`config.mk`:
```
export PLATFORM = sky130hd
export DESIGN_NAME = data_cache
export DESIGN_NICKNAME = d
export VERILOG_FILES = /design/src/rtl/dcache_pkg.sv /design/src/rtl/dcache_byte_sel.sv /design/src/rtl/data_cache.sv
export SDC_FILE = /design/constraint.sdc
export NUM_CORES = 1
export LEC_CHECK = 0
export CORE_MARGIN = 1
export CORE_UTILIZATION = 50
export DETAILED_ROUTE_END_ITERATION = 12
export GPL_TIMING_DRIVEN = 0
export PLACE_DENSITY = 0.81
export SLEW_MARGIN = 40
export SYNTH_ARGS = -nofsm -noshare
export SYNTH_HDL_FRONTEND = slang
export SYNTH_SLANG_ARGS = --single-unit
```
`constraint.sdc`:
```
create_clock -name CLK -period 5.5 [get_ports CLK]
set_input_delay 1.65 -clock CLK [delete_from_list [all_inputs] [get_ports CLK]]
set_output_delay 1.65 -clock CLK [all_outputs]
set_load 0.03 [all_outputs]
```
`src/rtl/dcache_pkg.sv`:
```
// Shared types and geometry for the direct-mapped data cache.
package dcache_pkg;
    localparam int NUM_BLOCKS  = 8;
    localparam int BLOCK_BYTES = 4;
    localparam int TAG_W       = 3;
    localparam int IDX_W       = 3;
    localparam int OFF_W       = 2;
    localparam int BLOCK_W     = 32;

    typedef enum logic [1:0] {IDLE, MEM_WB, MEM_RD, UPDATE} state_e;
endpackage

```
`src/rtl/dcache_byte_sel.sv`:
```
// 4:1 byte-lane mux; offset 0 selects bits [7:0], offset 3 selects bits [31:24].
module dcache_byte_sel (
    input  logic [31:0] block_i,
    input  logic [1:0]  sel_i,
    output logic [7:0]  byte_o
);
    assign byte_o = block_i[{sel_i, 3'b000} +: 8];
endmodule

```
`src/rtl/data_cache.sv`:
```
// Direct-mapped write-back/write-allocate data cache with refill FSM.
// Optional DCACHE_STATS_EN adds saturating HIT_COUNT/MISS_COUNT outputs.
module data_cache
    import dcache_pkg::*;
(
    input  logic        CLK,
    input  logic        RESET,
    input  logic        READ,
    input  logic        WRITE,
    input  logic [7:0]  ADDRESS,
    input  logic [7:0]  WRITEDATA,
    output logic [7:0]  READDATA,
    output logic        BUSYWAIT,
    output logic        MEM_READ,
    output logic        MEM_WRITE,
    output logic [5:0]  MEM_ADDRESS,
    output logic [31:0] MEM_WRITEDATA,
    input  logic [31:0] MEM_READDATA,
    input  logic        MEM_BUSYWAIT
`ifdef DCACHE_STATS_EN
    ,
    output logic [15:0] HIT_COUNT,
    output logic [15:0] MISS_COUNT
`endif
);
    logic [TAG_W-1:0] tag;
    logic [IDX_W-1:0] idx;
    logic [OFF_W-1:0] off;
    assign {tag, idx, off} = ADDRESS;

    logic [NUM_BLOCKS-1:0]              valid_q, dirty_q;
    logic [NUM_BLOCKS-1:0][TAG_W-1:0]   tag_q;
    logic [NUM_BLOCKS-1:0][BLOCK_W-1:0] data_q;
    state_e state_q, state_d;

    logic [BLOCK_W-1:0] line_data;
    logic [TAG_W-1:0]   line_tag;
    logic               req, hit;
    assign line_data = data_q[idx];
    assign line_tag  = tag_q[idx];
    assign req       = READ | WRITE;
    assign hit       = valid_q[idx] && (line_tag == tag);

    logic [7:0] rd_byte;
    dcache_byte_sel u_rd_sel (.block_i(line_data), .sel_i(off), .byte_o(rd_byte));

    // Each lane muxes between its old byte and WRITEDATA; only the lane at 'off' takes the store.
    logic [BLOCK_BYTES-1:0][7:0] merged;
    for (genvar k = 0; k < BLOCK_BYTES; k++) begin : g_lane
        logic [BLOCK_W-1:0] cand;
        always_comb begin
            cand          = {BLOCK_BYTES{line_data[8*k +: 8]}};
            cand[8*k +: 8] = WRITEDATA;
        end
        dcache_byte_sel u_wr_sel (.block_i(cand), .sel_i(off), .byte_o(merged[k]));
    end

    logic        busy, mrd, mwr, refill, serve;
    logic [5:0]  maddr;
    logic [31:0] mwdata;

    always_comb begin
        state_d = state_q;
        busy    = 1'b0;
        mrd     = 1'b0;
        mwr     = 1'b0;
        maddr   = '0;
        mwdata  = '0;
        refill  = 1'b0;
        serve   = 1'b0;
        case (state_q)
            IDLE: begin
                if (req) begin
                    if (hit) begin
                        serve = 1'b1;
                    end else begin
                        busy    = 1'b1;
                        state_d = (valid_q[idx] && dirty_q[idx]) ? MEM_WB : MEM_RD;
                    end
                end
            end
            MEM_WB: begin
                busy   = 1'b1;
                mwr    = 1'b1;
                maddr  = {line_tag, idx};
                mwdata = line_data;
                if (!MEM_BUSYWAIT) state_d = MEM_RD;
            end
            MEM_RD: begin
                busy  = 1'b1;
                mrd   = 1'b1;
                maddr = {tag, idx};
                if (!MEM_BUSYWAIT) begin
                    refill  = 1'b1;
                    state_d = UPDATE;
                end
            end
            UPDATE: begin
                busy    = 1'b1;
                state_d = IDLE;
            end
            default: state_d = IDLE;
        endcase
    end

    // Outputs are forced low while RESET is high so an aborted transaction drops at once.
    assign BUSYWAIT      = busy & ~RESET;
    assign MEM_READ      = mrd & ~RESET;
    assign MEM_WRITE     = mwr & ~RESET;
    assign MEM_ADDRESS   = RESET ? 6'h00 : maddr;
    assign MEM_WRITEDATA = RESET ? 32'h0 : mwdata;
    assign READDATA      = RESET ? 8'h00 : rd_byte;

    always_ff @(posedge CLK or posedge RESET) begin
        if (RESET) begin
            state_q <= IDLE;
            valid_q <= '0;
            dirty_q <= '0;
        end else begin
            state_q <= state_d;
            if (refill) begin
                valid_q[idx] <= 1'b1;
                dirty_q[idx] <= 1'b0;
            end else if (serve && WRITE) begin
                dirty_q[idx] <= 1'b1;
            end
        end
    end

    // Tag/data need no reset: an invalid line is never read as a hit.
    always_ff @(posedge CLK) begin
        if (refill) begin
            tag_q[idx]  <= tag;
            data_q[idx] <= MEM_READDATA;
        end else if (serve && WRITE) begin
            data_q[idx] <= merged;
        end
    end

`ifdef DCACHE_STATS_EN
    logic        miss_pend_q;
    logic [15:0] hit_cnt_q, miss_cnt_q;

    always_ff @(posedge CLK or posedge RESET) begin
        if (RESET) begin
            miss_pend_q <= 1'b0;
            hit_cnt_q   <= '0;
            miss_cnt_q  <= '0;
        end else if (serve) begin
            miss_pend_q <= 1'b0;
            if (miss_pend_q) begin
                if (miss_cnt_q != 16'hFFFF) miss_cnt_q <= miss_cnt_q + 16'd1;
            end else begin
                if (hit_cnt_q != 16'hFFFF) hit_cnt_q <= hit_cnt_q + 16'd1;
            end
        end else if (state_q == IDLE && req && !hit) begin
            miss_pend_q <= 1'b1;
        end
    end

    assign HIT_COUNT  = hit_cnt_q;
    assign MISS_COUNT = miss_cnt_q;
`endif
endmodule
```
==> results.sh, run 1 <==
export IMPL_pwr_share_comb=0.231
export IMPL_hp_class="register to register"
export IMPL_r2r_start="tag_q[20]$_DFFE_PP_"
export IMPL_p_int_mw=4.282
export IMPL_cts_path_max_buffers=3
export IMPL_start_util=0.5085
export IMPL_crit_end="READDATA[7]"
export IMPL_synthAdderAreaFrac=0.003533
export IMPL_yosysUniqueCellTypes=67
export IMPL_synth_simple_area_share=0.1336
export IMPL_overflow=0
export IMPL_cp_cell_sequence="clkdlybuf4s15_2, buf_8, buf_12, buf_8, nand3b_1, a21oi_1, a211oi_2, buf_4, mux4_2, nor2_2, buf_4"
export IMPL_async_flop_share=0.06040
export IMPL_routed_wl_mm=49.19
export IMPL_ios=102
export IMPL_ys_seq_area_frac=0.6253
export IMPL_place_area_um2=16030
export IMPL_yosys_warnings=0
export IMPL_syn_avg_cell_area_um2=12.80
export IMPL_worst_ep_arrival_time_ns=3.89
export IMPL_min_period_over_period=1.007
export IMPL_synth_xor_area_frac=0
export IMPL_setup_viol=4
export IMPL_track_usage=0.3409
export IMPL_path_class="input pin to output pin"
export IMPL_cts_tree="done"
export IMPL_timing_rr_end="data_q[108]$_DFFE_PP_"
export IMPL_pwr_share_clk=0.338
export IMPL_synthesis_nets=1164
export IMPL_clk_latency_ns=0.57
export IMPL_fp_dieW_um=170.3
export IMPL_fp_dieH_um=170.3
export IMPL_start_kind="input pin"
export IMPL_fin_crit_ns=5.539
export IMPL_fmax_ghz=0.1805
export IMPL_fin_ws_ns=-0.03901
export IMPL_status="finished, violations left"
export IMPL_final_area_um2=17800
export IMPL_wl_per_cell_um=29.14
export IMPL_layout_commonest_cell="nor2_1"
export IMPL_drt_iter0_markers=1964
export IMPL_num_rows=61
export IMPL_rsz0062_at_grt="true"
export IMPL_p_sw_frac=0.3006
export IMPL_crit_family="buffers and inverters"
export IMPL_hold_viol=0
export IMPL_power_mw=6.122
export IMPL_worst_pin_slew_ns=0.8590
export IMPL_ant_nets=0
export IMPL_drt_pass1_iterations=6
export IMPL_synth_top_family_by_area="multiplexers"
export IMPL_syn_area_um2=14170
export IMPL_critPathSlowestCell="mux4_2"
export IMPL_leakage_nw=6.429
export IMPL_antenna_found_initial=1
export IMPL_cts_root_buf="clkbuf_16"
export IMPL_synth_edf_count=280
export IMPL_skew_ns=0.01436
export IMPL_viasPerCell=6.658
export IMPL_final_max_slew_viol_count=0
export IMPL_synth_cells=1107
export IMPL_die_area_um2=29010
export IMPL_gp_congestion=0.9456
export IMPL_synth_compound_area_share=0.07287
export IMPL_final_util=0.6390
export IMPL_final_nets=1342
export IMPL_synth_ff_type="edfxtp_1"
export IMPL_cpPeakStageDelay_ns=0.46
export IMPL_grt_max_degree=15
export IMPL_path_buf_inv=6
export IMPL_end_kind="output pin"
export IMPL_route_detailed_drc=0
export IMPL_synth_area_mux_share=0.1358
export IMPL_grt_pass1_wl_mm=70.02
export IMPL_portBuffers=100
export IMPL_fin_hold_ws_ns=0.4700
export IMPL_regToRegSetupSlack_ns=1.91
export IMPL_cap_violations=0
export IMPL_irDropWorstVdd_v=0.0002033
export IMPL_vias=11240
export IMPL_dp_hpwl_mm=31.38
export IMPL_grt_pass1_vias=11010
export IMPL_drive_gt1_frac=0.2376
export IMPL_cts_sinks=298
export IMPL_core_area_um2=27860
export IMPL_rr_worst_depth=8
export IMPL_mostFrequentLayoutCells="nor2_1 (352), edfxtp_1 (280), clkdlybuf4s50_1 (66)"
export IMPL_cts_htree_levels=1
export IMPL_synth_seq_cells=298
export IMPL_cts_buffers=30
export IMPL_path_depth=11
export IMPL_cp_startpoint="ADDRESS[4]"
export IMPL_cp_required_ns=3.85
export IMPL_netSwitchingPower_mw=1.840
export IMPL_p_per_area_nw_per_um2=343.9
export IMPL_path_clk_slew_ns=0.06
export IMPL_violations="setup timing"
export IMPL_critPathMaxFanout=10
export IMPL_slew_headroom=0.4110
export IMPL_syn2layout_area_growth_pct=25.66
export IMPL_p_seq_frac=0.431
-- sequential cells by signal (all words and copies together) (netlist names), named ones only --
| signal | flops |
|---|---|
| data_q | 256 |
| valid_q | 8 |
| tag_q | 24 |
| state_q | 2 |
-- cells in the mapped netlist (5+ instances only) --
| master | count | area share |
|---|---|---|
| nor2b_1 | 7 | 0.0031 |
| a211oi_1 | 5 | 0.0026 |
| a21oi_1 | 49 | 0.017 |
| mux2i_2 | 20 | 0.019 |
| clkbuf_1 | 41 | 0.011 |
| nor3_1 | 7 | 0.0025 |
| nor2_1 | 359 | 0.095 |
| and3_1 | 6 | 0.0026 |
| edfxtp_1 | 280 | 0.59 |
| buf_1 | 5 | 0.0013 |
| or2_2 | 9 | 0.0040 |
| inv_1 | 8 | 0.0021 |
| buf_2 | 23 | 0.0081 |
| a221o_1 | 5 | 0.0035 |
| mux4_2 | 40 | 0.064 |
| mux2i_1 | 50 | 0.035 |
| a221oi_1 | 14 | 0.0087 |
| nand3_1 | 5 | 0.0018 |
| buf_4 | 7 | 0.0037 |
| dfrtp_1 | 18 | 0.032 |
| a21oi_2 | 8 | 0.0049 |
| nand2_1 | 18 | 0.0048 |
| nand3b_1 | 14 | 0.0074 |
| mux2_2 | 20 | 0.016 |
-- area by class of cell --
type,count,area [um2]
fillers,1913,10060
flip-flops and latches,298,8859
multi-input cells,721,5336
repair buffers,145,1511
clock buffers,41,853.3
plain buffers,79,580.6
well taps,378,473.0
clock inverters,15,131.4
inverters,9,48.80
repair inverters,1,5.005
diodes,1,2.502
-- metrics by stage --
step | setup TNS, ns | worst slack (ns) | instances
2_1_floorplan | 0 | 0.3471 | 1107
3_3_place_gp | -267.77 | -1.924 | 1585
3_5_place_dp | -45.26 | -1.500 | 1603
4_1_cts | -0.006918 | -0.006918 | 1677
5_1_grt | -0.1132 | -0.03755 | 1688
6_report | -0.1151 | -0.03901 | 1688
-- power groups by stage --
stage | sequential [mW] | combinational, mW | clock, mW
detailed placement | 2.68 | 1.28 | 0
CTS | 2.63 | 1.34 | 2.04
floorplan | 2.67 | 0.800 | 0
finish | 2.64 | 1.41 | 2.07
global route | 2.65 | 1.46 | 2.12
global placement | 2.68 | 1.21 | 0
-- timing repair --
action / CTS / global route
pin swaps: 9 / 9
cloned: 2 / 0
buffers inserted: 16 / 11
endpoints found under the setup margin: 48 / 25
hold buffers: 0 / 0
gates resized for setup: 174 / 42
-- kinds of logic after synthesis --
kind of cell / Yosys count
compound gates: 138
fa+ha+maj: 4
buf+inv: 88
flops: 298
mux: 131
simple gates: 448
-- worst min-delay path by stage --
stage / start / endpoint / depth (start not counted)
floorplan: valid_q[2]$_DFFE_PP0P_ / valid_q[2]$_DFFE_PP0P_ / 1
global placement: valid_q[0]$_DFFE_PP0P_ / valid_q[0]$_DFFE_PP0P_ / 1
detailed placement: valid_q[7]$_DFFE_PP0P_ / valid_q[7]$_DFFE_PP0P_ / 1
CTS: valid_q[7]$_DFFE_PP0P_ / valid_q[7]$_DFFE_PP0P_ / 1
global route: valid_q[7]$_DFFE_PP0P_ / valid_q[7]$_DFFE_PP0P_ / 1
finish: valid_q[2]$_DFFE_PP0P_ / valid_q[2]$_DFFE_PP0P_ / 1
-- routing by layer --
layer | GRT usage | part of all wire | wire, um | vias to the layer above
met1 | 0.4256 | 0.32 | 15660 | 5318
li1 | - | - | - | 4446
met2 | 0.5214 | 0.44 | 21740 | 1187
met5 | 0 | 0 | 0 | -
met3 | 0.1153 | 0.17 | 8432 | 288
met4 | 0.1919 | 0.068 | 3362 | 0
Power figures use the tool's default switching activity.
==> inputs of run 2 (changes only) <==
--- a/config.mk
+++ b/config.mk
@@ -5,11 +5,11 @@
 export SDC_FILE = /design/constraint.sdc
 export NUM_CORES = 1
 export LEC_CHECK = 0
+export ABC_AREA = 1
 export CORE_MARGIN = 1
 export CORE_UTILIZATION = 50
 export DETAILED_ROUTE_END_ITERATION = 12
-export GPL_TIMING_DRIVEN = 0
-export PLACE_DENSITY = 0.81
+export PLACE_DENSITY = 0.8
 export SLEW_MARGIN = 40
 export SYNTH_ARGS = -nofsm -noshare
 export SYNTH_HDL_FRONTEND = slang
==> run 2 against run 1 <==
Compared with the run above: the flow now finishes without violations; clock-buffer cell count is 2 lower; flip-flop and latch count stayed put; combinational power is 11% lower; area after synthesis is 9.4% higher; clock power is 3% lower; total power is 3.4% lower.
==> results.sh, run 2 <==
export IMPL_cpPeakStageDelay_ns=0.32
export IMPL_crit_end="READDATA[7]"
export IMPL_cp_required_ns=3.85
export IMPL_synth_seq_cells=298
export IMPL_dp_hpwl_mm=34.79
export IMPL_place_worst_setup_slack_ns=-0.2829
export IMPL_syn_avg_cell_area_um2=9.049
export IMPL_largest_register_ffs=256
export IMPL_grt_pass1_vias=14070
export IMPL_synth_top_area_frac=0.5427
export IMPL_cts_htree_levels=1
export IMPL_core_area_um2=30510
export IMPL_cp_cell_sequence="dlygate4sd2_1, buf_12, nor2_4, buf_4, clkbuf_16, a22oi_1, nand4_1, inv_1, o21ai_2, nor2_1, nor2_1, buf_4"
export IMPL_p_per_area_nw_per_um2=309.0
export IMPL_antenna_cells=0
export IMPL_end_kind="output pin"
export IMPL_irDropWorstVdd_v=0.0002477
export IMPL_cp_startpoint="ADDRESS[2]"
export IMPL_routed_wl_mm=55.95
export IMPL_viasPerCell=6.276
export IMPL_slew_headroom=0.3644
export IMPL_r2r_start="state_q[0]$_DFFE_PP0P_"
export IMPL_worst_ep_arrival_time_ns=3.68
export IMPL_wl_per_cell_um=23.98
export IMPL_hp_class="register to register"
export IMPL_ys_seq_area_frac=0.5718
export IMPL_regMostFlops="data_q"
export IMPL_path_class="input pin to output pin"
export IMPL_min_period_over_period=0.9695
export IMPL_cap_violations=0
export IMPL_post_synth_top_count_cell="nand2_1"
export IMPL_synth_area_leaders="edfxtp_1 (54%), nand2_1 (11%), o21ai_0 (6.8%)"
export IMPL_mostFrequentLayoutCells="nand2_1 (455), edfxtp_1 (280), o21ai_0 (205)"
export IMPL_start_util=0.5078
export IMPL_synth_top_area_cell="edfxtp_1"
export IMPL_cts_tree="done"
export IMPL_synthTopCellsByCount="nand2_1 (467), edfxtp_1 (280), o21ai_0 (212)"
export IMPL_ios=102
export IMPL_cts_buffers=31
export IMPL_grt_pass1_wl_mm=82.36
export IMPL_hold_viol=0
export IMPL_vias=14640
export IMPL_num_rows=64
export IMPL_yosysUniqueCellTypes=39
export IMPL_final_max_slew_viol_count=0
export IMPL_grt_max_degree=33
export IMPL_place_area_um2=17860
export IMPL_final_nets=1973
export IMPL_synth_ff_type="edfxtp_1"
export IMPL_critPathSlowestCell="dlygate4sd2_1"
export IMPL_final_area_um2=19130
export IMPL_status="complete, no violations"
export IMPL_power_mw=5.912
export IMPL_synth_edf_count=280
export IMPL_worst_pin_slew_ns=0.9523
export IMPL_top_regs="data_q (256), tag_q (24), valid_q (8)"
export IMPL_setup_viol=0
export IMPL_leakage_nw=7.458
export IMPL_hold_depth=2
export IMPL_fmax_ghz=0.1875
export IMPL_die_area_um2=31690
export IMPL_cts_root_buf="clkbuf_16"
export IMPL_syn2layout_area_growth_pct=23.49
export IMPL_drt_iter0_markers=2233
export IMPL_yosys_warnings=0
export IMPL_gp_congestion=0.9302
export IMPL_track_usage=0.3538
export IMPL_fp_dieH_um=178.0
export IMPL_overflow=0
export IMPL_synthesis_nets=1769
export IMPL_fp_dieW_um=178.0
export IMPL_async_flop_share=0.06040
export IMPL_syn_area_um2=15490
export IMPL_critPathMaxFanout=16
export IMPL_portBuffers=101
export IMPL_path_clk_slew_ns=0.06
export IMPL_regToRegSetupSlack_ns=2.32
export IMPL_drive_gt1_frac=0.1884
export IMPL_cts_sinks=298
export IMPL_rr_worst_depth=10
export IMPL_route_detailed_drc=0
export IMPL_layout_commonest_cell="nand2_1"
export IMPL_clk_latency_ns=0.57
export IMPL_fin_crit_ns=5.332
export IMPL_synth_cells=1712
export IMPL_fin_ws_ns=0.1680
export IMPL_drt_pass1_iterations=8
export IMPL_antenna_found_initial=0
export IMPL_cts_path_max_buffers=3
export IMPL_start_kind="input pin"
export IMPL_timing_rr_end="data_q[73]$_DFFE_PP_"
export IMPL_rsz0062_at_grt="false"
export IMPL_ant_nets=0
export IMPL_skew_ns=0.01243
==> run 2: cell count changes after synthesis, sizes merged, moves of 30 or more <==
cell,delta
o22ai,+30
inv,+164
mux2i,-71
nor2,-247
o21ai,+265
mux4,-40
nand2,+467
a21oi,-32
nand3,+130
==> run 2: worst min path at each step <==
| stage | from | endpoint | slack [ns] |
|---|---|---|---|
| floorplan | valid_q[0]$_DFFE_PP0P_ | valid_q[0]$_DFFE_PP0P_ | 0.42 |
| global placement | valid_q[4]$_DFFE_PP0P_ | valid_q[4]$_DFFE_PP0P_ | 0.43 |
| detailed placement | valid_q[2]$_DFFE_PP0P_ | valid_q[2]$_DFFE_PP0P_ | 0.44 |
| CTS | valid_q[2]$_DFFE_PP0P_ | valid_q[2]$_DFFE_PP0P_ | 0.46 |
| global route | valid_q[0]$_DFFE_PP0P_ | valid_q[0]$_DFFE_PP0P_ | 0.47 |
| finish | valid_q[2]$_DFFE_PP0P_ | valid_q[2]$_DFFE_PP0P_ | 0.45 |
==> run 2: worst max-delay path, delay by kind of cell <==
family / cells / cell delay (ns)
buffers and inverters: 6 / 1.16
AND/OR/NAND/NOR: 4 / 0.55
AO/OA/AOI/OAI: 2 / 0.32
==> run 2: timing repair <==
| action | 4_1_cts | 5_1_grt |
|---|---|---|
| hold buffers | 0 | 0 |
| buffers inserted | 7 | 4 |
| gates resized for setup | 29 | 23 |
| pin swaps | 8 | 9 |
| cloned | 2 | 1 |
| setup endpoints to repair | 15 | 12 |
==> run 2: area by class of cell <==
type                            instances  area (um2)
Clock buffer                           39       805.8
Clock inverter                         15       121.4
Fill cell                            2360       11380
Inverter                              172       653.1
Multi-Input combinational cell       1154        5680
Sequential cell                       298        8859
Tap cell                              396       495.5
Timing Repair Buffer                  259        2517
==> run 2: kinds of logic after synthesis <==
group / Yosys count / share of synthesized area
fa+ha+maj: 4 / 0.003231
flops: 298 / 0.5718
compound gates: 385 / 0.1414
simple gates: 765 / 0.2139
buf+inv: 260 / 0.06962
==> run 2: routing by layer <==
layer  track usage  routed length (um)  vias to the layer above
met1        0.4527               18960                     6748
met4        0.1991                3434                        0
li1              -                   -                     6296
met2        0.5413               24500                     1313
met5             0                   0                        -
met3       0.09804                9060                      285
==> run 2: power by group <==
| group | switching, mW | internal (mW) | leakage (nW) |
|---|---|---|---|
| Clock | 0.880 | 1.12 | 0.457 |
| Combinational | 0.837 | 0.409 | 4.22 |
| Sequential | 0.0432 | 2.62 | 2.79 |
==> run 2: metrics by stage <==
step / util / cells / TNS, ns / hold slack [ns]
6_report: 0.6271 / 2333 / 0 / 0.4496
3_5_place_dp: 0.5855 / 2265 / -1.310 / 0.4414
4_1_cts: 0.6228 / 2328 / 0 / 0.4560
5_1_grt: 0.6271 / 2333 / 0 / 0.4715
2_1_floorplan: - / 1712 / 0 / 0.4194
3_3_place_gp: 0.5855 / 2265 / -0.8922 / 0.4327
==> inputs of run 3 (changes only) <==
==> constraint.sdc (replaced) <==
create_clock -name CLK -period 5.5 [get_ports CLK]
set_input_delay 1.65 -clock CLK [delete_from_list [all_inputs] [get_ports CLK]]
set_output_delay 1.65 -clock CLK [all_outputs]
set_load 0.02 [all_outputs]
==> run 3 against run 2 <==
Compared with the run above: highest routed layer is now met5; wire length shrank 2.5%; first-iteration DRC count shrank 4.1%; core utilization grew 0.21 points; sequential power is essentially flat; critical path depth grew 1; clock skew grew 0.0034 ns.
==> results.sh, run 3 (synthesized netlist as in run 2, its figures left out) <==
export IMPL_nFillCells=2385
export IMPL_core_area_um2=30510
export IMPL_p_per_area_nw_per_um2=306.9
export IMPL_wl_per_cell_um=23.12
export IMPL_worst_pin_slew_ns=0.9121
export IMPL_grt_max_degree=33
export IMPL_cts_htree_levels=1
export IMPL_critPathSlowestCell="dlygate4sd2_1"
export IMPL_top_regs="data_q (256), tag_q (24), valid_q (8)"
export IMPL_grt_pass1_vias=14060
export IMPL_cap_violations=0
export IMPL_place_worst_setup_slack_ns=-0.5586
export IMPL_min_period_over_period=0.9815
export IMPL_clk_latency_ns=0.58
export IMPL_cp_cell_sequence="dlygate4sd2_1, buf_12, buf_4, nand3_4, inv_2, buf_4, buf_12, a21oi_1, nand4_1, inv_1, buf_4, nor2_1, dlygate4sd2_1"
export IMPL_worst_ep_arrival_time_ns=3.75
export IMPL_seqCellArea_um2=8859
export IMPL_portBuffers=101
export IMPL_start_kind="input pin"
export IMPL_skew_ns=0.01581
export IMPL_critPathMaxFanout=6
export IMPL_end_kind="output pin"
export IMPL_final_util=0.6292
export IMPL_antenna_found_initial=0
export IMPL_fp_dieW_um=178.0
export IMPL_num_rows=64
export IMPL_cts_path_max_buffers=3
export IMPL_ios=102
export IMPL_fin_crit_ns=5.398
export IMPL_track_usage=0.3472
export IMPL_rsz0062_at_grt="false"
export IMPL_cp_common_cell="buf_4"
export IMPL_fp_dieH_um=178.0
export IMPL_cp_required_ns=3.85
export IMPL_dp_hpwl_mm=34.47
export IMPL_status="complete, no violations"
export IMPL_route_detailed_drc=0
export IMPL_cpPeakStageDelay_ns=0.32
export IMPL_drt_pass1_iterations=10
export IMPL_path_buf_inv=9
export IMPL_cts_sinks=298
export IMPL_irDropWorstVdd_v=0.0001748
export IMPL_fin_hold_ws_ns=0.4650
export IMPL_path_class="input pin to output pin"
export IMPL_fin_ws_ns=0.1017
export IMPL_slew_headroom=0.3913
export IMPL_cts_tree="done"
export IMPL_ant_nets=0
export IMPL_layout_commonest_cell="nand2_1"
export IMPL_crit_family="buffers and inverters"
export IMPL_start_util=0.5078
export IMPL_mostFrequentLayoutCells="nand2_1 (458), edfxtp_1 (280), o21ai_0 (206)"
export IMPL_leakage_nw=7.632
export IMPL_cts_buffers=31
export IMPL_antenna_cells=0
export IMPL_path_clk_slew_ns=0.06
export IMPL_overflow=0
export IMPL_largest_register_ffs=256
export IMPL_multi_input_area_um2=5639
export IMPL_gp_congestion=0.9215
export IMPL_power_mw=5.891
export IMPL_hp_class="register to register"
export IMPL_cts_root_buf="clkbuf_16"
export IMPL_vias=14510
export IMPL_final_nets=1997
export IMPL_syn2layout_area_growth_pct=23.91
export IMPL_grt_pass1_wl_mm=81.11
export IMPL_final_max_slew_viol_count=0
export IMPL_drive_gt1_frac=0.1763
export IMPL_setup_viol=0
export IMPL_hold_buffers=0
export IMPL_hold_viol=0
export IMPL_routed_wl_mm=54.54
export IMPL_viasPerCell=6.149
export IMPL_drt_iter0_markers=2142
export IMPL_regMostFlops="data_q"
export IMPL_die_area_um2=31690
export IMPL_fmax_ghz=0.1852
## run 3: final timing paths
check                                       start                    endpoint  slack [ns]  depth (start not counted)
hold reg to reg            valid_q[6]$_DFFE_PP0P_      valid_q[6]$_DFFE_PP0P_        0.47                          2
setup reg to reg           state_q[0]$_DFFE_PP0P_        data_q[15]$_DFFE_PP_        2.49                         11
setup / recovery                       ADDRESS[3]            MEM_WRITEDATA[9]        0.10                         13
hold / removal             valid_q[6]$_DFFE_PP0P_      valid_q[6]$_DFFE_PP0P_        0.47                          2
min in group asynchronous                   RESET  asynchronous set/reset pin        1.71                          4
max in group asynchronous                   RESET      valid_q[5]$_DFFE_PP0P_        3.58                          4
## run 3: area by class of cell
type | count | share of cell area
Clock buffer | 36 | 0.04139
Clock inverter | 20 | 0.007822
Inverter | 172 | 0.03389
Multi-Input combinational cell | 1154 | 0.2938
Sequential cell | 298 | 0.4615
Tap cell | 396 | 0.02581
Timing Repair Buffer | 283 | 0.1358
## run 3: routing by layer
| layer | part of all wire | vias to the layer above | global-route usage |
|---|---|---|---|
| met5 | 0.00097 | - | 0.01282 |
| met4 | 0.067 | 2 | 0.2112 |
| met3 | 0.16 | 305 | 0.07779 |
| met2 | 0.44 | 1302 | 0.5344 |
| met1 | 0.33 | 6554 | 0.4468 |
| li1 | - | 6343 | - |
## run 3: repair_timing
action	CTS	global route
endpoints found under the setup margin	44	36
gates cloned	1	0
pin swaps	3	3
gates resized for setup	87	21
setup buffers	2	3
## run 3: power breakdown
part / internal, mW / switching (mW) / total (mW)
Sequential: 2.62 / 0.0431 / 2.67
Clock: 1.12 / 0.890 / 2.01
Combinational: 0.414 / 0.800 / 1.21
## run 3: tightest hold or removal path: stages, from the launching register on
cell     delay (ns)
dfrtp_1        0.32
inv_1          0.05
nand2_1        0.06
## run 3: metrics by stage
step / std cells / TNS [ns] / instance area, um2
after global routing: 2359 / 0 / 19200
after floorplan: 1712 / 0 / 15490
after detailed placement: 2297 / -11.82 / 18150
final: 2359 / 0 / 19200
after CTS: 2356 / -0.05606 / 19150
after global placement: 2297 / -10.68 / 18150
